==> config.mk <==
export PLATFORM = sky130hd
export DESIGN_NAME = alu_wide_sequencer
export DESIGN_NICKNAME = d
export VERILOG_FILES = /design/src/rtl/alu_seq_pkg.sv /design/src/rtl/alu_seq_decode.sv /design/src/rtl/alu_wide_sequencer.sv
export SDC_FILE = /design/constraint.sdc
export NUM_CORES = 1
export LEC_CHECK = 0
export ABC_AREA = 1
export BUFFER_PORTS_ARGS = -buffer_cell sky130_fd_sc_hd__buf_2
export CORE_MARGIN = 8
export CORE_UTILIZATION = 50
export DETAILED_ROUTE_END_ITERATION = 12
export HOLD_SLACK_MARGIN = 0.03
export PLACE_DENSITY = 0.8
export RECOVER_POWER = 25
export SETUP_SLACK_MARGIN = 0.1
export SLEW_MARGIN = 20
export SYNTH_ARGS = -nofsm -noshare
export SYNTH_HDL_FRONTEND = slang
export SYNTH_HIERARCHICAL = 1
export SYNTH_SLANG_ARGS = --single-unit
==> constraint.sdc <==
create_clock -name Clock -period 3.65 [get_ports Clock]
set_input_delay 0.1825 -clock Clock [delete_from_list [all_inputs] [get_ports Clock]]
set_output_delay 0.1825 -clock Clock [all_outputs]
set_load 0.005 [all_outputs]
==> src/rtl/alu_seq_pkg.sv <==
// Shared definitions for the 32-bit-on-16-bit ALU sequencer: op codes, ALU
// FunSel codes, sequencer states and ALU flag bit positions.
package alu_seq_pkg;

  typedef enum logic [2:0] {
    OP_ADD  = 3'b000,
    OP_AND  = 3'b001,
    OP_OR   = 3'b010,
    OP_XOR  = 3'b011,
    OP_LSL  = 3'b100,
    OP_LSR  = 3'b101,
    OP_ASR  = 3'b110,
    OP_PASS = 3'b111
  } op_e;

  localparam logic [4:0] FS_PASSA16 = 5'b10000;
  localparam logic [4:0] FS_ADD16   = 5'b10100;
  localparam logic [4:0] FS_ADC16   = 5'b10101;
  localparam logic [4:0] FS_AND16   = 5'b10111;
  localparam logic [4:0] FS_OR16    = 5'b11000;
  localparam logic [4:0] FS_XOR16   = 5'b11001;
  localparam logic [4:0] FS_LSL16   = 5'b11011;
  localparam logic [4:0] FS_LSR16   = 5'b11100;
  localparam logic [4:0] FS_ASR16   = 5'b11101;
  localparam logic [4:0] FS_ROL16   = 5'b11110;
  localparam logic [4:0] FS_ROR16   = 5'b11111;

  typedef enum logic [2:0] {
    S_IDLE = 3'd0,
    S_P1   = 3'd1,
    S_P2   = 3'd2,
    S_FIN  = 3'd3,
    S_DONE = 3'd4
  } state_e;

  localparam int unsigned FLAG_Z = 3;
  localparam int unsigned FLAG_C = 2;
  localparam int unsigned FLAG_N = 1;
  localparam int unsigned FLAG_V = 0;

  // Bit positions inside the decoder's flags_from_alu field.
  localparam int unsigned USE_C = 1;
  localparam int unsigned USE_V = 0;

endpackage

==> src/rtl/alu_seq_decode.sv <==
// Maps a 32-bit op to the FunSel pair, write-flag enable, half-word order
// and which ALU flags survive into the 32-bit result flags.
module alu_seq_decode
  import alu_seq_pkg::*;
(
  input  logic [2:0] op_i,
  output logic [4:0] funsel_p1_o,
  output logic [4:0] funsel_p2_o,
  output logic       wf_o,
  output logic       hi_first_o,
  output logic [1:0] flags_from_alu_o
);

  always_comb begin
    funsel_p1_o      = FS_PASSA16;
    funsel_p2_o      = FS_PASSA16;
    wf_o             = 1'b0;
    hi_first_o       = 1'b0;
    flags_from_alu_o = 2'b00;
    case (op_e'(op_i))
      OP_ADD: begin
        funsel_p1_o      = FS_ADD16;
        funsel_p2_o      = FS_ADC16;
        wf_o             = 1'b1;
        flags_from_alu_o = 2'b11;
      end
      OP_LSL: begin
        funsel_p1_o      = FS_LSL16;
        funsel_p2_o      = FS_ROL16;
        wf_o             = 1'b1;
        flags_from_alu_o = 2'b10;
      end
      // Right shifts start at the high half so the bit leaving it lands in
      // the ALU carry and is rotated into the top of the low half.
      OP_LSR: begin
        funsel_p1_o      = FS_LSR16;
        funsel_p2_o      = FS_ROR16;
        wf_o             = 1'b1;
        hi_first_o       = 1'b1;
        flags_from_alu_o = 2'b10;
      end
      OP_ASR: begin
        funsel_p1_o      = FS_ASR16;
        funsel_p2_o      = FS_ROR16;
        wf_o             = 1'b1;
        hi_first_o       = 1'b1;
        flags_from_alu_o = 2'b10;
      end
      OP_AND: begin
        funsel_p1_o = FS_AND16;
        funsel_p2_o = FS_AND16;
      end
      OP_OR: begin
        funsel_p1_o = FS_OR16;
        funsel_p2_o = FS_OR16;
      end
      OP_XOR: begin
        funsel_p1_o = FS_XOR16;
        funsel_p2_o = FS_XOR16;
      end
      OP_PASS: begin
        funsel_p1_o = FS_PASSA16;
        funsel_p2_o = FS_PASSA16;
      end
      default: ;
    endcase
  end

endmodule

==> src/rtl/alu_wide_sequencer.sv <==
// Runs 32-bit operations as two chained 16-bit ALU passes and assembles the
// 32-bit result with Z/C/N/V flags.
module alu_wide_sequencer
  import alu_seq_pkg::*;
#(
  parameter int unsigned HALF_W     = 16,
  parameter int unsigned DONE_LEVEL = 0
) (
  input  logic                Clock,
  input  logic                Reset,
  input  logic                Start,
  input  logic [2:0]          Op,
  input  logic [2*HALF_W-1:0] OpA,
  input  logic [2*HALF_W-1:0] OpB,
  output logic                Busy,
  output logic                Done,
  output logic [2*HALF_W-1:0] Result,
  output logic                FlagZ,
  output logic                FlagC,
  output logic                FlagN,
  output logic                FlagV,
  output logic [HALF_W-1:0]   AluA,
  output logic [HALF_W-1:0]   AluB,
  output logic [4:0]          AluFunSel,
  output logic                AluWF,
  input  logic [HALF_W-1:0]   AluOut,
  input  logic [3:0]          AluFlags
);

  localparam int unsigned W = 2 * HALF_W;

  state_e        state_q, state_d;
  op_e           op_q;
  logic [W-1:0]  opa_q, opb_q, result_q;
  logic          flag_z_q, flag_c_q, flag_n_q, flag_v_q;
  logic          done_hold_q;

  logic [4:0]    funsel_p1, funsel_p2;
  logic          wf, hi_first, hi_sel;
  logic [1:0]    flags_from_alu;
  logic          unused_alu_zn;

  // ALU Z/N are per half-word; the 32-bit Z/N come from the assembled result.
  assign unused_alu_zn = ^{AluFlags[FLAG_Z], AluFlags[FLAG_N]};

  alu_seq_decode u_decode (
    .op_i             (op_q),
    .funsel_p1_o      (funsel_p1),
    .funsel_p2_o      (funsel_p2),
    .wf_o             (wf),
    .hi_first_o       (hi_first),
    .flags_from_alu_o (flags_from_alu)
  );

  always_ff @(posedge Clock or posedge Reset) begin
    if (Reset) state_q <= S_IDLE;
    else       state_q <= state_d;
  end

  always_comb begin
    state_d   = state_q;
    hi_sel    = 1'b0;
    AluFunSel = FS_PASSA16;
    AluWF     = 1'b0;
    AluA      = '0;
    AluB      = '0;
    case (state_q)
      S_IDLE: if (Start) state_d = S_P1;
      S_P1: begin
        state_d   = S_P2;
        hi_sel    = hi_first;
        AluFunSel = funsel_p1;
        AluWF     = wf;
      end
      S_P2: begin
        state_d   = S_FIN;
        hi_sel    = ~hi_first;
        AluFunSel = funsel_p2;
        AluWF     = wf;
      end
      S_FIN:   state_d = S_DONE;
      S_DONE:  state_d = S_IDLE;
      default: state_d = S_IDLE;
    endcase
    if (state_q == S_P1 || state_q == S_P2) begin
      AluA = hi_sel ? opa_q[W-1 -: HALF_W] : opa_q[HALF_W-1:0];
      AluB = hi_sel ? opb_q[W-1 -: HALF_W] : opb_q[HALF_W-1:0];
    end
  end

  always_ff @(posedge Clock or posedge Reset) begin
    if (Reset) begin
      op_q        <= OP_ADD;
      opa_q       <= '0;
      opb_q       <= '0;
      result_q    <= '0;
      flag_z_q    <= 1'b0;
      flag_c_q    <= 1'b0;
      flag_n_q    <= 1'b0;
      flag_v_q    <= 1'b0;
      done_hold_q <= 1'b0;
    end else begin
      case (state_q)
        S_IDLE: begin
          if (Start) begin
            op_q        <= op_e'(Op);
            opa_q       <= OpA;
            opb_q       <= OpB;
            done_hold_q <= 1'b0;
          end
        end
        S_P1, S_P2: begin
          if (hi_sel) result_q[W-1 -: HALF_W] <= AluOut;
          else        result_q[HALF_W-1:0]    <= AluOut;
        end
        // ALU flags now reflect pass 2; the result is fully assembled.
        S_FIN: begin
          flag_c_q <= flags_from_alu[USE_C] & AluFlags[FLAG_C];
          flag_v_q <= flags_from_alu[USE_V] & AluFlags[FLAG_V];
          flag_z_q <= (result_q == '0);
          flag_n_q <= result_q[W-1];
        end
        S_DONE:  done_hold_q <= (DONE_LEVEL != 0);
        default: ;
      endcase
    end
  end

  assign Busy   = (state_q != S_IDLE);
  assign Done   = (state_q == S_DONE) | done_hold_q;
  assign Result = result_q;
  assign FlagZ  = flag_z_q;
  assign FlagC  = flag_c_q;
  assign FlagN  = flag_n_q;
  assign FlagV  = flag_v_q;

endmodule

* Yosys cells after proc, flatten, opt, wreduce, memory -nomap -nowiden
Cells that the tools add are included.
Widths: inputs -> output; s select.
** Word-level totals
- Register bits after elaboration :: 107
- Output and inout bits :: 76
- Input port bits :: 90
** Cells by class
- Eq/ne operators :: 12
- Reductions and logical operators :: 14
- Bitwise gates (word level) :: 5
- Multiplexer cells :: 16
** Operator list (count)
- $mux 16 :: 4
- $pmux 5 s8 :: 1
- $pmux 5 s7 :: 1
- $logic_not 32->1 :: 1
- $eq 3x3->1 const B :: 5
- $eq 3x2->1 const B :: 4
- $pmux 3 s4 :: 1
- $pmux 5 s2 :: 1
- $reduce_and 2->1 :: 4
- $eq 3x1->1 const B :: 2
- $logic_not 3->1 :: 2
- $mux 1 :: 4
- $pmux 1 s2 :: 2
- $pmux 2 s2 :: 1
- $reduce_or 2->1 :: 2
- $reduce_or 4->1 :: 1
- $mux 3 :: 1
- $reduce_bool 3->1 :: 1
- $reduce_or 3->1 :: 1
- $and 1x1->1 :: 2
- $ne 2x2->1 const B :: 1
- $not 1->1 :: 2
- $reduce_bool 2->1 :: 1
- $logic_or 1x1->1 :: 1
- $or 1x1->1 :: 1

* Depth between registers and ports, before layout
Gate-level depths: netlist (run 1).
- Depth after elaboration :: 7
- Depth in mapped cells :: 12
- Depth with buffers taken out :: 10

* By module
The synthesis (run 1) kept the hierarchy.
** By module, submodules not included
- alu_wide_sequencer :: times used 1, area an instance 4719.5 um^2, sequential area each 2652.5 um^2, cells each 559
- alu_seq_decode :: times used 1, area an instance 136.4 um^2, sequential area each 0.0 um^2, cells each 26

* Least setup slack after synthesis (run 1)
OpenSTA, ideal clock, no wires.
- Path type :: register to output
- Start :: register op_q[0]
- End :: output port AluA[1]
- Setup slack :: 2.098 ns
- Arrival time :: 1.370 ns
- Required time :: 3.467 ns
- Stages on the path, launching flop included :: 12
- Cells stage by stage :: dfrtp_1 > inv_1 > nand2_4 > nand3_2 > inv_1 > inv_1 > nand2_1 > nand2_2 > nand2_2 > buf_6 > buf_6 > o21ai_1
** Between the ends
- Cells in the longest elaborated chain, start to end :: 7
** RTL lines
- from (decl) :: RTL line alu_wide_sequencer.sv:33 : op_e op_q;
- from (signal assigned) :: RTL line alu_wide_sequencer.sv:106 : op_q <= op_e'(Op);
- $eq 3x3->1 :: RTL line alu_seq_decode.sv:20 : case (op_e'(op_i))
- $reduce_or 2->1 (no source line) *
- $mux 1 * :: RTL line alu_seq_decode.sv:20
- net hi_first :: RTL line alu_wide_sequencer.sv:39 : logic wf, hi_first, hi_sel;
- $not 1->1 :: RTL line alu_wide_sequencer.sv:77 : hi_sel = ~hi_first;
- $pmux 1 s2 * :: RTL line alu_wide_sequencer.sv:67 : case (state_q)
- $mux 16 * :: RTL line alu_wide_sequencer.sv:86 : AluA = hi_sel ? opa_q[W-1 -: HALF_W] : opa_q[HALF_W-1:0];
- $mux 16 * :: RTL line alu_wide_sequencer.sv:85 : if (state_q == S_P1 || state_q == S_P2) begin
- to (decl) :: RTL line alu_wide_sequencer.sv:22 : output logic [HALF_W-1:0] AluA,
The timed path passes the listed nets; every way through them passes the cells marked *.

* Final worst setup path (run 1)
- Start :: register op_q[1]
- End :: output port AluB[15]
** Between the ends
- Cells in the longest elaborated chain, start to end :: 7
** RTL lines
- $eq 3x3->1 :: RTL line alu_seq_decode.sv:20
- $reduce_or 2->1 (no source line) *
- $mux 1 * :: RTL line alu_seq_decode.sv:20
- net hi_first :: RTL line alu_wide_sequencer.sv:39
- $not 1->1 :: RTL line alu_wide_sequencer.sv:77
- $pmux 1 s2 * :: RTL line alu_wide_sequencer.sv:67
- $mux 16 * :: RTL line alu_wide_sequencer.sv:87 : AluB = hi_sel ? opb_q[W-1 -: HALF_W] : opb_q[HALF_W-1:0];
- $mux 16 * :: RTL line alu_wide_sequencer.sv:85
- to (decl) :: RTL line alu_wide_sequencer.sv:23 : output logic [HALF_W-1:0] AluB,
Marked as above.

==> flow_results.xml, run 1 <==
<?xml version="1.0" encoding="UTF-8"?>
<metrics>
  <group name="synth">
    <metric name="synth_top_area_frac" unit="">0.5463</metric>
    <metric name="synth-seq-cells" unit="">106</metric>
    <metric name="ys_top_cells_by_area" unit="">sky130_fd_sc_hd__dfrtp_1 (55%), sky130_fd_sc_hd__nand2_1 (11%), sky130_fd_sc_hd__o21ai_0 (7.6%)</metric>
    <metric name="synth_enable_flop_cells" unit="">0</metric>
    <metric name="synthesis.instances" unit="">585</metric>
    <metric name="ys_seq_area_frac" unit="">0.5463</metric>
    <metric name="synth.cells.most_frequent" unit="">sky130_fd_sc_hd__nand2_1 (146), sky130_fd_sc_hd__dfrtp_1 (106), sky130_fd_sc_hd__inv_1 (95)</metric>
    <metric name="post_synth_instance_area" unit="sq um">4856</metric>
    <metric name="yosys.cell_count.top_type" unit="">sky130_fd_sc_hd__nand2_1</metric>
    <metric name="synth-async-reset-ratio" unit="">1.000</metric>
    <metric name="yosys.area.top_type" unit="">sky130_fd_sc_hd__dfrtp_1</metric>
    <metric name="syn_avg_cell_area" unit="sq um">8.301</metric>
    <metric name="count_of_cell_types_in_the_netlist" unit="">23</metric>
    <metric name="most_used_flip_flop_cell_after_synthesis" unit="">sky130_fd_sc_hd__dfrtp_1</metric>
    <metric name="yosys_warnings" unit="">6</metric>
  </group>
  <group name="sta">
    <metric name="finish_stage_setup_viols" unit="">0</metric>
    <metric name="fin_skew" unit="ns">0.006728</metric>
    <metric name="report.final.hold_viol_count" unit="">0</metric>
    <metric name="finalCritPeriodShare" unit="">0.8485</metric>
    <metric name="hold-worst-slack" unit="ns">0.05718</metric>
    <metric name="max_clock_freq" unit="MHz">322.9</metric>
    <metric name="worst-slew-pin-transition" unit="ns">1.836</metric>
    <metric name="report.final.slew_viol_count" unit="">89</metric>
    <metric name="setup_total_negative_slack" unit="ns">0</metric>
    <metric name="max-slew-margin-rel" unit="">-0.2264</metric>
    <metric name="finalWorstSetupSlack" unit="ns">0.5531</metric>
    <metric name="layout_min_cycle_time" unit="ns">3.097</metric>
    <metric name="rsz0062_at_grt" unit="">no</metric>
  </group>
  <group name="global_route">
    <metric name="grt_usage" unit="">0.1787</metric>
    <metric name="grt_antenna_before_repair" unit="">0</metric>
    <metric name="grt_overflow" unit="">0</metric>
    <metric name="grt_pass1_wl" unit="microns">18980</metric>
    <metric name="grt_pass1_vias" unit="">4139</metric>
    <metric name="maximum_number_of_pins_on_one_net_before_global_route_repair" unit="">120</metric>
  </group>
  <group name="floorplan">
    <metric name="floorplan.initialDensity" unit="">0.5061</metric>
    <metric name="io_pins" unit="">166</metric>
    <metric name="die-width" unit="microns">114.6</metric>
    <metric name="area_of_the_die" unit="sq um">13120</metric>
    <metric name="num_rows" unit="">36</metric>
    <metric name="core" unit="sq um">9594</metric>
    <metric name="die_y" unit="microns">114.6</metric>
  </group>
  <group name="critical_path">
    <metric name="worst-setup-path-type" unit="">reg2out</metric>
    <metric name="rr_startpoint" unit="">op_q[1]</metric>
    <metric name="worst_r2r_path_depth" unit="">11</metric>
    <metric name="timing.reg2reg.setup_slack" unit="ns">1.15</metric>
    <metric name="worst-path-max-fanout" unit="">32</metric>
    <metric name="reg2reg_to" unit="">Result[7]</metric>
    <metric name="end_kind" unit="">output port</metric>
    <metric name="timing.critical_path.from_type" unit="">flop</metric>
    <metric name="critPathArrivalTime" unit="ns">2.91</metric>
    <metric name="cp.required" unit="ns">3.47</metric>
  </group>
  <group name="clock_network">
    <metric name="post-cts-setup-buffer-count" unit="">0</metric>
    <metric name="cts.reportedPaths.clkPinSlew" unit="ns">0.09</metric>
    <metric name="cts_num_sinks" unit="">106</metric>
    <metric name="cts_hold_buf" unit="">0</metric>
    <metric name="tritoncts" unit="">yes</metric>
    <metric name="h-tree-depth" unit="">3</metric>
    <metric name="skew_pair_late_insertion_delay" unit="ns">0.36</metric>
    <metric name="cts-buffers-inserted" unit="">9</metric>
    <metric name="clockBufferDepth" unit="">2</metric>
    <metric name="cts-root-buf" unit="">sky130_fd_sc_hd__clkbuf_8</metric>
    <metric name="post_cts_resize_count" unit="">0</metric>
  </group>
  <group name="detailed_routing">
    <metric name="route.detailed.wl_per_inst" unit="microns">13.49</metric>
    <metric name="drtPass1Iterations" unit="">5</metric>
    <metric name="detail_route.drc_violations" unit="">0</metric>
    <metric name="via_per_inst" unit="">4.806</metric>
    <metric name="drt.antenna.violating_nets" unit="">0</metric>
    <metric name="drt-initial-drc-count" unit="">273</metric>
    <metric name="vias" unit="">4186</metric>
    <metric name="wirelength" unit="microns">11750</metric>
  </group>
  <group name="status">
    <metric name="violations" unit="">max-capacitance violations, max-slew violations</metric>
    <metric name="outcome" unit="">finished with violations</metric>
  </group>
  <group name="place">
    <metric name="gp_congestion" unit="">0.8305</metric>
    <metric name="io_buffer_count" unit="">163</metric>
    <metric name="dpl_cell_area" unit="sq um">5700</metric>
    <metric name="hpwlAfterDp" unit="microns">8516</metric>
    <metric name="preCtsSetupSlack" unit="ns">1.122</metric>
  </group>
  <group name="power_and_ir_drop">
    <metric name="p_leak" unit="nW">3.269</metric>
    <metric name="power" unit="mW">5.455</metric>
    <metric name="ir_drop" unit="V">0.0003882</metric>
    <metric name="p_per_area" unit="nW/um^2">930.7</metric>
  </group>
  <group name="hold_path">
    <metric name="tightest_hold_check_type" unit="">in2reg</metric>
    <metric name="holdCritStartpoint" unit="">OpB[27]</metric>
    <metric name="worst_hold_end" unit="">opb_q[27]</metric>
    <metric name="worst_hold_path.num_cells" unit="">3</metric>
  </group>
  <group name="finish">
    <metric name="num-nets-final" unit="">824</metric>
    <metric name="layout-drive-gt1-share" unit="">0.2588</metric>
    <metric name="p_r_area_growth_vs_syn" unit="%">20.69</metric>
    <metric name="final_area" unit="sq um">5861</metric>
    <metric name="antenna_cells_inserted" unit="">0</metric>
  </group>
  <group name="run">
    <metric name="timing.max_cap.violations" unit="">1</metric>
  </group>
</metrics>
==> report_power, final <==
group | internal [mW] | switching [mW] | total (mW)
Sequential | 1.74 | 0.331 | 2.08
Combinational | 1.02 | 1.66 | 2.67
Clock | 0.334 | 0.373 | 0.707
==> flip-flops by register name, summed over array words and instances (netlist names) <==
register  flops
opb_q        32
state_q       3
FlagZ         1
FlagN         1
op_q          3
FlagC         1
opa_q        32
FlagV         1
Result       32
==> logic make-up after synthesis <==
| kind of cell | share of synthesized area |
|---|---|
| AO/OA/AOI/OAI | 0.1634 |
| buffers and inverters | 0.1123 |
| flip-flops | 0.5463 |
| other | 0.0007723 |
| AND/OR/NAND/NOR | 0.1773 |
==> worst max-delay path: stages, from the launching register on <==
cell,delay [ns]
sky130_fd_sc_hd__dfrtp_1,0.46
sky130_fd_sc_hd__inv_2,0.08
sky130_fd_sc_hd__nand2_1,0.16
sky130_fd_sc_hd__nand3_2,0.12
sky130_fd_sc_hd__inv_1,0.09
sky130_fd_sc_hd__nand2_1,0.06
sky130_fd_sc_hd__nand2_2,0.21
sky130_fd_sc_hd__clkinv_1,0.82
sky130_fd_sc_hd__nand2_1,0.22
sky130_fd_sc_hd__o21ai_0,0.14
sky130_fd_sc_hd__buf_2,0.17
==> worst max path at each step <==
stage / startpoint / end / slack, ns / cells past startpoint
floorplan: Reset / FlagC / 0.68 / 1
global placement: op_q[1] / AluB[15] / 1.23 / 11
detailed placement: op_q[1] / AluB[2] / 1.12 / 11
CTS: op_q[1] / AluB[2] / 0.71 / 11
global route: op_q[1] / AluA[7] / 0.24 / 10
finish: op_q[1] / AluB[15] / 0.55 / 10
==> cells in the final DEF, fill, tap and decap left out, types with 2 or more instances in the layout <==
cell,synthesis,routed
sky130_fd_sc_hd__nand2_1,146,147
sky130_fd_sc_hd__buf_2,10,141
sky130_fd_sc_hd__dfrtp_1,106,106
sky130_fd_sc_hd__inv_1,95,93
sky130_fd_sc_hd__o21ai_0,74,74
sky130_fd_sc_hd__nor2_1,46,47
sky130_fd_sc_hd__o21ai_2,26,26
sky130_fd_sc_hd__clkbuf_1,12,25
sky130_fd_sc_hd__a21oi_1,24,24
sky130_fd_sc_hd__nand3_1,15,15
sky130_fd_sc_hd__clkbuf_8,0,10
sky130_fd_sc_hd__o21ai_1,5,5
sky130_fd_sc_hd__a22o_1,4,4
sky130_fd_sc_hd__buf_4,4,4
sky130_fd_sc_hd__inv_2,2,2
sky130_fd_sc_hd__nand2_2,2,2
sky130_fd_sc_hd__clkinvlp_4,0,2
sky130_fd_sc_hd__nand3_2,3,2
sky130_fd_sc_hd__conb_1,1,2
==> through the flow <==
step                cells  utilization
floorplan             586            -
global placement      855       0.5942
detailed placement    855       0.5942
CTS                   870       0.6136
global route          871       0.6109
finish                871       0.6109
==> layer usage <==
layer,wire length (microns),share of wire,track usage
met5,0,0,0
met4,192,0.016,0.06832
met3,1096,0.093,0.05854
met2,5563,0.47,0.2854
met1,4901,0.42,0.2194
==> cell type report <==
class	count	area, sq um
Multi-Input combinational cell	352	1659
Inverter	97	367.9
Timing Repair Buffer	168	828.3
Fill cell	872	3734
Tap cell	133	166.4
Clock buffer	13	148.9
Sequential cell	106	2653
Clock inverter	2	37.54
Note: power is estimated with default switching activity, not from simulation.
==> inputs of run 2 (changes only) <==
- clock period: 3.65 -> 2.9 ns (I/O delays scaled with it)
==> flow_results.xml, run 2 (synthesis gave the netlist of run 1 again) <==
<?xml version="1.0" encoding="UTF-8"?>
<metrics>
  <group name="global_route">
    <metric name="grt_pass1_vias" unit="">4571</metric>
    <metric name="grt_overflow" unit="">0</metric>
    <metric name="maximum_number_of_pins_on_one_net_before_global_route_repair" unit="">135</metric>
    <metric name="grt_usage" unit="">0.2008</metric>
    <metric name="grt_antenna_before_repair" unit="">0</metric>
    <metric name="grt_pass1_wl" unit="microns">21290</metric>
  </group>
  <group name="floorplan">
    <metric name="area_of_the_die" unit="sq um">13120</metric>
    <metric name="core" unit="sq um">9594</metric>
    <metric name="io_pins" unit="">166</metric>
    <metric name="floorplan.initialDensity" unit="">0.5061</metric>
    <metric name="die-width" unit="microns">114.6</metric>
    <metric name="num_rows" unit="">36</metric>
    <metric name="die_y" unit="microns">114.6</metric>
  </group>
  <group name="critical_path">
    <metric name="critical-path-slowest-cell" unit="">sky130_fd_sc_hd__dfrtp_1</metric>
    <metric name="cp.required" unit="ns">2.76</metric>
    <metric name="critPathArrivalTime" unit="ns">2.41</metric>
    <metric name="max_stage_delay" unit="ns">0.42</metric>
    <metric name="end_kind" unit="">output port</metric>
    <metric name="rr_startpoint" unit="">state_q[0]</metric>
    <metric name="critical_path.cell_chain" unit="">nor2_1, nand2_1, nand2_1, buf_4, nand2_2, buf_12, o21ai_1, buf_2</metric>
    <metric name="timing.critical_path.mode_cell" unit="">sky130_fd_sc_hd__nand2_1</metric>
    <metric name="worst-setup-path-type" unit="">reg2out</metric>
    <metric name="reg2reg_to" unit="">Result[15]</metric>
    <metric name="timing.critical_path.from_type" unit="">flop</metric>
    <metric name="timing.reg2reg.setup_slack" unit="ns">0.84</metric>
    <metric name="worst-path-max-fanout" unit="">40</metric>
    <metric name="worst_r2r_path_depth" unit="">8</metric>
  </group>
  <group name="sta">
    <metric name="report.final.hold_viol_count" unit="">0</metric>
    <metric name="finish_stage_setup_viols" unit="">0</metric>
    <metric name="setup_total_negative_slack" unit="ns">0</metric>
    <metric name="max_clock_freq" unit="MHz">390.7</metric>
    <metric name="finalWorstSetupSlack" unit="ns">0.3402</metric>
    <metric name="layout_min_cycle_time" unit="ns">2.560</metric>
    <metric name="fin_skew" unit="ns">0.01152</metric>
    <metric name="rsz0062_at_grt" unit="">no</metric>
    <metric name="worst-slew-pin-transition" unit="ns">1.109</metric>
    <metric name="finalCritPeriodShare" unit="">0.8827</metric>
    <metric name="report.final.slew_viol_count" unit="">0</metric>
    <metric name="max-slew-margin-rel" unit="">0.2566</metric>
  </group>
  <group name="finish">
    <metric name="p_r_area_growth_vs_syn" unit="%">32.90</metric>
    <metric name="final_core_util" unit="">0.6727</metric>
    <metric name="layout.cells.most_common_list" unit="">sky130_fd_sc_hd__nand2_1 (146), sky130_fd_sc_hd__buf_2 (139), sky130_fd_sc_hd__dfrtp_1 (106)</metric>
    <metric name="num-nets-final" unit="">880</metric>
    <metric name="layout-drive-gt1-share" unit="">0.2478</metric>
    <metric name="mostFrequentLayoutCell" unit="">sky130_fd_sc_hd__nand2_1</metric>
    <metric name="antenna_cells_inserted" unit="">0</metric>
  </group>
  <group name="place">
    <metric name="hpwlAfterDp" unit="microns">8652</metric>
    <metric name="gp_congestion" unit="">0.8170</metric>
    <metric name="preCtsSetupSlack" unit="ns">0.8753</metric>
    <metric name="io_buffer_count" unit="">163</metric>
  </group>
  <group name="detailed_routing">
    <metric name="drtPass1Iterations" unit="">5</metric>
    <metric name="vias" unit="">4483</metric>
    <metric name="drt-initial-drc-count" unit="">306</metric>
    <metric name="via_per_inst" unit="">4.831</metric>
    <metric name="detail_route.drc_violations" unit="">0</metric>
    <metric name="route.detailed.wl_per_inst" unit="microns">14.06</metric>
    <metric name="wirelength" unit="microns">13040</metric>
    <metric name="drt.antenna.violating_nets" unit="">0</metric>
  </group>
  <group name="clock_network">
    <metric name="h-tree-depth" unit="">3</metric>
    <metric name="post-cts-setup-buffer-count" unit="">0</metric>
    <metric name="cts-root-buf" unit="">sky130_fd_sc_hd__clkbuf_8</metric>
    <metric name="cts.reportedPaths.clkPinSlew" unit="ns">0.10</metric>
    <metric name="clockBufferDepth" unit="">2</metric>
    <metric name="cts-buffers-inserted" unit="">9</metric>
    <metric name="skew_pair_late_insertion_delay" unit="ns">0.37</metric>
    <metric name="cts_num_sinks" unit="">106</metric>
    <metric name="tritoncts" unit="">yes</metric>
  </group>
  <group name="hold_path">
    <metric name="worst_hold_path.num_cells" unit="">3</metric>
    <metric name="worst_hold_end" unit="">Result[1]</metric>
    <metric name="tightest_hold_check_type" unit="">in2reg</metric>
    <metric name="holdCritStartpoint" unit="">AluOut[1]</metric>
  </group>
  <group name="status">
    <metric name="outcome" unit="">finished, final reports clean</metric>
  </group>
  <group name="run">
    <metric name="timing.max_cap.violations" unit="">0</metric>
  </group>
  <group name="power_and_ir_drop">
    <metric name="p_per_area" unit="nW/um^2">1092</metric>
    <metric name="p_leak" unit="nW">3.525</metric>
    <metric name="ir_drop" unit="V">0.0006498</metric>
  </group>
</metrics>
## run 2: cell types whose count changed in the layout (fill, tap and decap cells not counted), sizes merged
cell and change:
bufinv -1, clkinv +1, clkbuf +1, inv +2, dlygate4sd3 +53, clkinvlp +1
## run 2: routing by layer
layer / GRT usage / vias to the layer above / share of wire
met4: 0.05058 / 0 / 0.0096
met3: 0.06065 / 16 / 0.080
met5: 0 / - / 0
li1: - / 2206 / -
met2: 0.3383 / 160 / 0.50
met1: 0.2447 / 2101 / 0.41
## run 2: layout make-up
type / instances / area [sq um]
repair buffers: 224 / 1414
clock buffers: 11 / 151.4
inverters: 97 / 365.4
clock inverters: 5 / 37.54
fillers: 787 / 3141
well taps: 133 / 166.4
multi-input cells: 352 / 1667
flip-flops and latches: 106 / 2653
## run 2: timing repair
action / CTS / global route
resized for setup: 0 / 0
hold buffers: 51 / 3
endpoints found under the hold margin: 73 / 3
## run 2: worst max path at each step
stage / startpoint / endpoint / slack [ns] / cells after the start
global route: state_q[0] / AluA[1] / 0.19 / 8
finish: state_q[0] / AluA[2] / 0.34 / 8
global placement: state_q[0] / AluA[1] / 0.91 / 8
floorplan: op_q[0] / AluA[1] / 1.39 / 11
CTS: state_q[0] / AluA[2] / 0.46 / 8
detailed placement: state_q[0] / AluA[2] / 0.88 / 8
## run 2: worst max-delay path, delay by kind of cell, from the launching register on
kind | cells | cell delay (ns)
and+or+nand+nor | 4 | 0.85
buffers and inverters | 3 | 0.59
DFF | 1 | 0.42
AOI/OAI and AO/OA | 1 | 0.15
## run 2: metrics by stage
step	total power, mW	instances	hold slack, ns	area [sq um]
finish	7.050	928	0.04022	6454
global route	7.674	928	0.03076	6454
CTS	7.114	925	0.03022	6474
detailed placement	6.181	858	0.2376	5774
global placement	6.035	858	0.2304	5774
floorplan	4.898	586	0.2704	4863
## run 2: where the power goes
part	internal, mW	switching, mW	leakage, nW
registers	2.19	0.432	1.28
logic	1.39	2.15	2.15
clock network	0.363	0.514	0.0919
==> inputs of run 3 (changes only) <==
- ABC_AREA: 1 -> unset
- CORE_UTILIZATION: 50 -> 51
==> flow_results.xml, run 3 <==
<?xml version="1.0" encoding="UTF-8"?>
<metrics>
  <group name="status">
    <metric name="outcome" unit="">finished, final reports clean</metric>
  </group>
  <group name="critical_path">
    <metric name="reg2reg_to" unit="">Result[25]</metric>
    <metric name="rr_startpoint" unit="">op_q[0]</metric>
    <metric name="critPathArrivalTime" unit="ns">2.55</metric>
    <metric name="timing.reg2reg.setup_slack" unit="ns">0.73</metric>
    <metric name="worst-setup-path-type" unit="">reg2out</metric>
    <metric name="timing.critical_path.from_type" unit="">flop</metric>
    <metric name="cp.required" unit="ns">2.76</metric>
    <metric name="worst-path-max-fanout" unit="">16</metric>
    <metric name="worst_r2r_path_depth" unit="">7</metric>
    <metric name="end_kind" unit="">output port</metric>
  </group>
  <group name="synth">
    <metric name="yosys_warnings" unit="">6</metric>
    <metric name="syn_avg_cell_area" unit="sq um">13.79</metric>
    <metric name="synth_enable_flop_cells" unit="">0</metric>
    <metric name="synth_top_area_frac" unit="">0.5270</metric>
    <metric name="synth.cells.most_frequent" unit="">sky130_fd_sc_hd__dfrtp_1 (106), sky130_fd_sc_hd__mux2_2 (102), sky130_fd_sc_hd__nor3b_1 (33)</metric>
    <metric name="count_of_cell_types_in_the_netlist" unit="">37</metric>
    <metric name="ys_seq_area_frac" unit="">0.5270</metric>
    <metric name="ys_top_cells_by_area" unit="">sky130_fd_sc_hd__dfrtp_1 (53%), sky130_fd_sc_hd__mux2_2 (23%), sky130_fd_sc_hd__nor3b_1 (4.9%)</metric>
    <metric name="most_used_flip_flop_cell_after_synthesis" unit="">sky130_fd_sc_hd__dfrtp_1</metric>
    <metric name="yosys.area.top_type" unit="">sky130_fd_sc_hd__dfrtp_1</metric>
    <metric name="synth-async-reset-ratio" unit="">1.000</metric>
    <metric name="synth-seq-cells" unit="">106</metric>
    <metric name="synthesis.instances" unit="">365</metric>
    <metric name="yosys.cell_count.top_type" unit="">sky130_fd_sc_hd__dfrtp_1</metric>
    <metric name="post_synth_instance_area" unit="sq um">5034</metric>
  </group>
  <group name="finish">
    <metric name="layout.cells.most_common_list" unit="">sky130_fd_sc_hd__buf_2 (161), sky130_fd_sc_hd__dfrtp_1 (104), sky130_fd_sc_hd__mux2_2 (102)</metric>
    <metric name="layout.cells.non_filler" unit="">744</metric>
    <metric name="layout.area.seq" unit="sq um">2655</metric>
    <metric name="num-nets-final" unit="">696</metric>
    <metric name="final.fill_count" unit="">633</metric>
    <metric name="layout-drive-gt1-share" unit="">0.5066</metric>
    <metric name="p_r_area_growth_vs_syn" unit="%">39.32</metric>
    <metric name="final_area" unit="sq um">7013</metric>
    <metric name="mostFrequentLayoutCell" unit="">sky130_fd_sc_hd__buf_2</metric>
    <metric name="multi_input_area" unit="sq um">2186</metric>
    <metric name="final_core_util" unit="">0.7242</metric>
  </group>
  <group name="sta">
    <metric name="finish_stage_setup_viols" unit="">0</metric>
    <metric name="report.final.slew_viol_count" unit="">0</metric>
    <metric name="max_clock_freq" unit="MHz">370.7</metric>
    <metric name="report.final.hold_viol_count" unit="">0</metric>
    <metric name="setup_total_negative_slack" unit="ns">0</metric>
    <metric name="rsz0062_at_grt" unit="">no</metric>
    <metric name="max-slew-margin-rel" unit="">0.1089</metric>
    <metric name="fin_skew" unit="ns">0.01407</metric>
    <metric name="finalCritPeriodShare" unit="">0.9301</metric>
    <metric name="finalWorstSetupSlack" unit="ns">0.2027</metric>
    <metric name="worst-slew-pin-transition" unit="ns">1.337</metric>
    <metric name="hold-worst-slack" unit="ns">0.05453</metric>
    <metric name="layout_min_cycle_time" unit="ns">2.697</metric>
  </group>
  <group name="floorplan">
    <metric name="core" unit="sq um">9684</metric>
    <metric name="floorplan.initialDensity" unit="">0.5198</metric>
    <metric name="die-width" unit="microns">115.3</metric>
    <metric name="area_of_the_die" unit="sq um">13300</metric>
    <metric name="die_y" unit="microns">115.3</metric>
    <metric name="num_rows" unit="">36</metric>
    <metric name="io_pins" unit="">166</metric>
  </group>
  <group name="clock_network">
    <metric name="tritoncts" unit="">yes</metric>
    <metric name="h-tree-depth" unit="">3</metric>
    <metric name="cts-buffers-inserted" unit="">9</metric>
    <metric name="cts.reportedPaths.clkPinSlew" unit="ns">0.09</metric>
    <metric name="cts-root-buf" unit="">sky130_fd_sc_hd__clkbuf_8</metric>
    <metric name="cts_num_sinks" unit="">106</metric>
    <metric name="clockBufferDepth" unit="">2</metric>
    <metric name="skew_pair_late_insertion_delay" unit="ns">0.36</metric>
  </group>
  <group name="detailed_routing">
    <metric name="drtPass1Iterations" unit="">4</metric>
    <metric name="drt.antenna.violating_nets" unit="">0</metric>
    <metric name="route.detailed.wl_per_inst" unit="microns">18.85</metric>
    <metric name="detail_route.drc_violations" unit="">0</metric>
    <metric name="vias" unit="">3840</metric>
    <metric name="via_per_inst" unit="">5.161</metric>
    <metric name="drt-initial-drc-count" unit="">185</metric>
    <metric name="wirelength" unit="microns">14020</metric>
  </group>
  <group name="place">
    <metric name="io_buffer_count" unit="">162</metric>
    <metric name="gp_congestion" unit="">0.7837</metric>
    <metric name="preCtsSetupSlack" unit="ns">0.5102</metric>
    <metric name="hpwlAfterDp" unit="microns">8924</metric>
    <metric name="dpl_cell_area" unit="sq um">5951</metric>
    <metric name="place_inst" unit="">641</metric>
  </group>
  <group name="power_and_ir_drop">
    <metric name="p_leak" unit="nW">3.257</metric>
    <metric name="p_per_area" unit="nW/um^2">1165</metric>
    <metric name="ir_drop" unit="V">0.0006025</metric>
    <metric name="power" unit="mW">8.170</metric>
  </group>
  <group name="global_route">
    <metric name="grt-busiest-layer" unit="">met2</metric>
    <metric name="grt_pass1_vias" unit="">4276</metric>
    <metric name="met3_usage" unit="">0.05147</metric>
    <metric name="grt_usage" unit="">0.2116</metric>
    <metric name="maximum_number_of_pins_on_one_net_before_global_route_repair" unit="">68</metric>
    <metric name="grt_antenna_before_repair" unit="">0</metric>
    <metric name="grt_pass1_wl" unit="microns">22060</metric>
    <metric name="grt_overflow" unit="">0</metric>
    <metric name="grtUsageMet2" unit="">0.3798</metric>
    <metric name="grt_util_met1" unit="">0.2357</metric>
  </group>
  <group name="run">
    <metric name="timing.max_cap.violations" unit="">0</metric>
  </group>
  <group name="hold_path">
    <metric name="tightest_hold_check_type" unit="">in2reg</metric>
    <metric name="holdCritStartpoint" unit="">AluFlags[2]</metric>
    <metric name="worst_hold_path.num_cells" unit="">3</metric>
    <metric name="worst_hold_end" unit="">FlagC</metric>
  </group>
</metrics>
## run 3: worst max-delay path, stage by stage, from the launching register on
cell,delay [ns]
sky130_fd_sc_hd__dfrtp_2,0.46
sky130_fd_sc_hd__xor2_1,0.17
sky130_fd_sc_hd__and2_1,0.16
sky130_fd_sc_hd__or3b_1,0.42
sky130_fd_sc_hd__a21oi_4,0.19
sky130_fd_sc_hd__buf_4,0.15
sky130_fd_sc_hd__buf_12,0.15
sky130_fd_sc_hd__mux2_1,0.36
sky130_fd_sc_hd__buf_2,0.14
## run 3: cell families after synthesis
group	Yosys count	share of synthesized area
AOI/OAI and AO/OA	12	0.01666
xor gates and xnor gates	5	0.01019
adders and majority gates	2	0.003977
buffers and inverters	36	0.04723
DFF	106	0.5270
muxes	132	0.3028
other	1	0.0007450
and+or+nand+nor	71	0.09148
## run 3: worst max-delay path by stage
stage,cells after the start,slack [ns],start,endpoint
finish,8,0.20,op_q[0],AluB[14]
global route,8,0.11,op_q[0],AluA[2]
CTS,7,0.10,op_q[1],AluB[1]
detailed placement,7,0.51,op_q[1],AluB[1]
global placement,7,0.54,op_q[1],AluB[1]
floorplan,8,0.77,op_q[1],AluA[0]
## run 3: timing repair
item / CTS / global route
buffers inserted: 0 / 3
hold endpoints to repair: 103 / 1
endpoints found under the setup margin: 0 / 32
resized for setup: 0 / 3
hold buffers: 82 / 1
## run 3: final cells by class
cell class,instances,share of cell area
Multi-Input combinational cell,224,0.3117
Clock buffer,12,0.02070
Timing Repair Buffer,258,0.2542
Antenna cell,1,0.0003568
Clock inverter,3,0.006780
Sequential cell,106,0.3786
Inverter,7,0.003925
Tap cell,133,0.02373
## run 3: where the power goes
group | internal, mW | switching, mW
clock | 0.425 | 0.479
sequential | 2.25 | 0.537
combinational | 2.54 | 1.94
total | 5.21 | 2.96
## run 3: routing by layer
| layer | part of all wire | vias up |
|---|---|---|
| li1 | - | 1768 |
| met1 | 0.39 | 1902 |
| met2 | 0.52 | 141 |
| met3 | 0.074 | 29 |
| met4 | 0.020 | 0 |
| met5 | 0 | - |
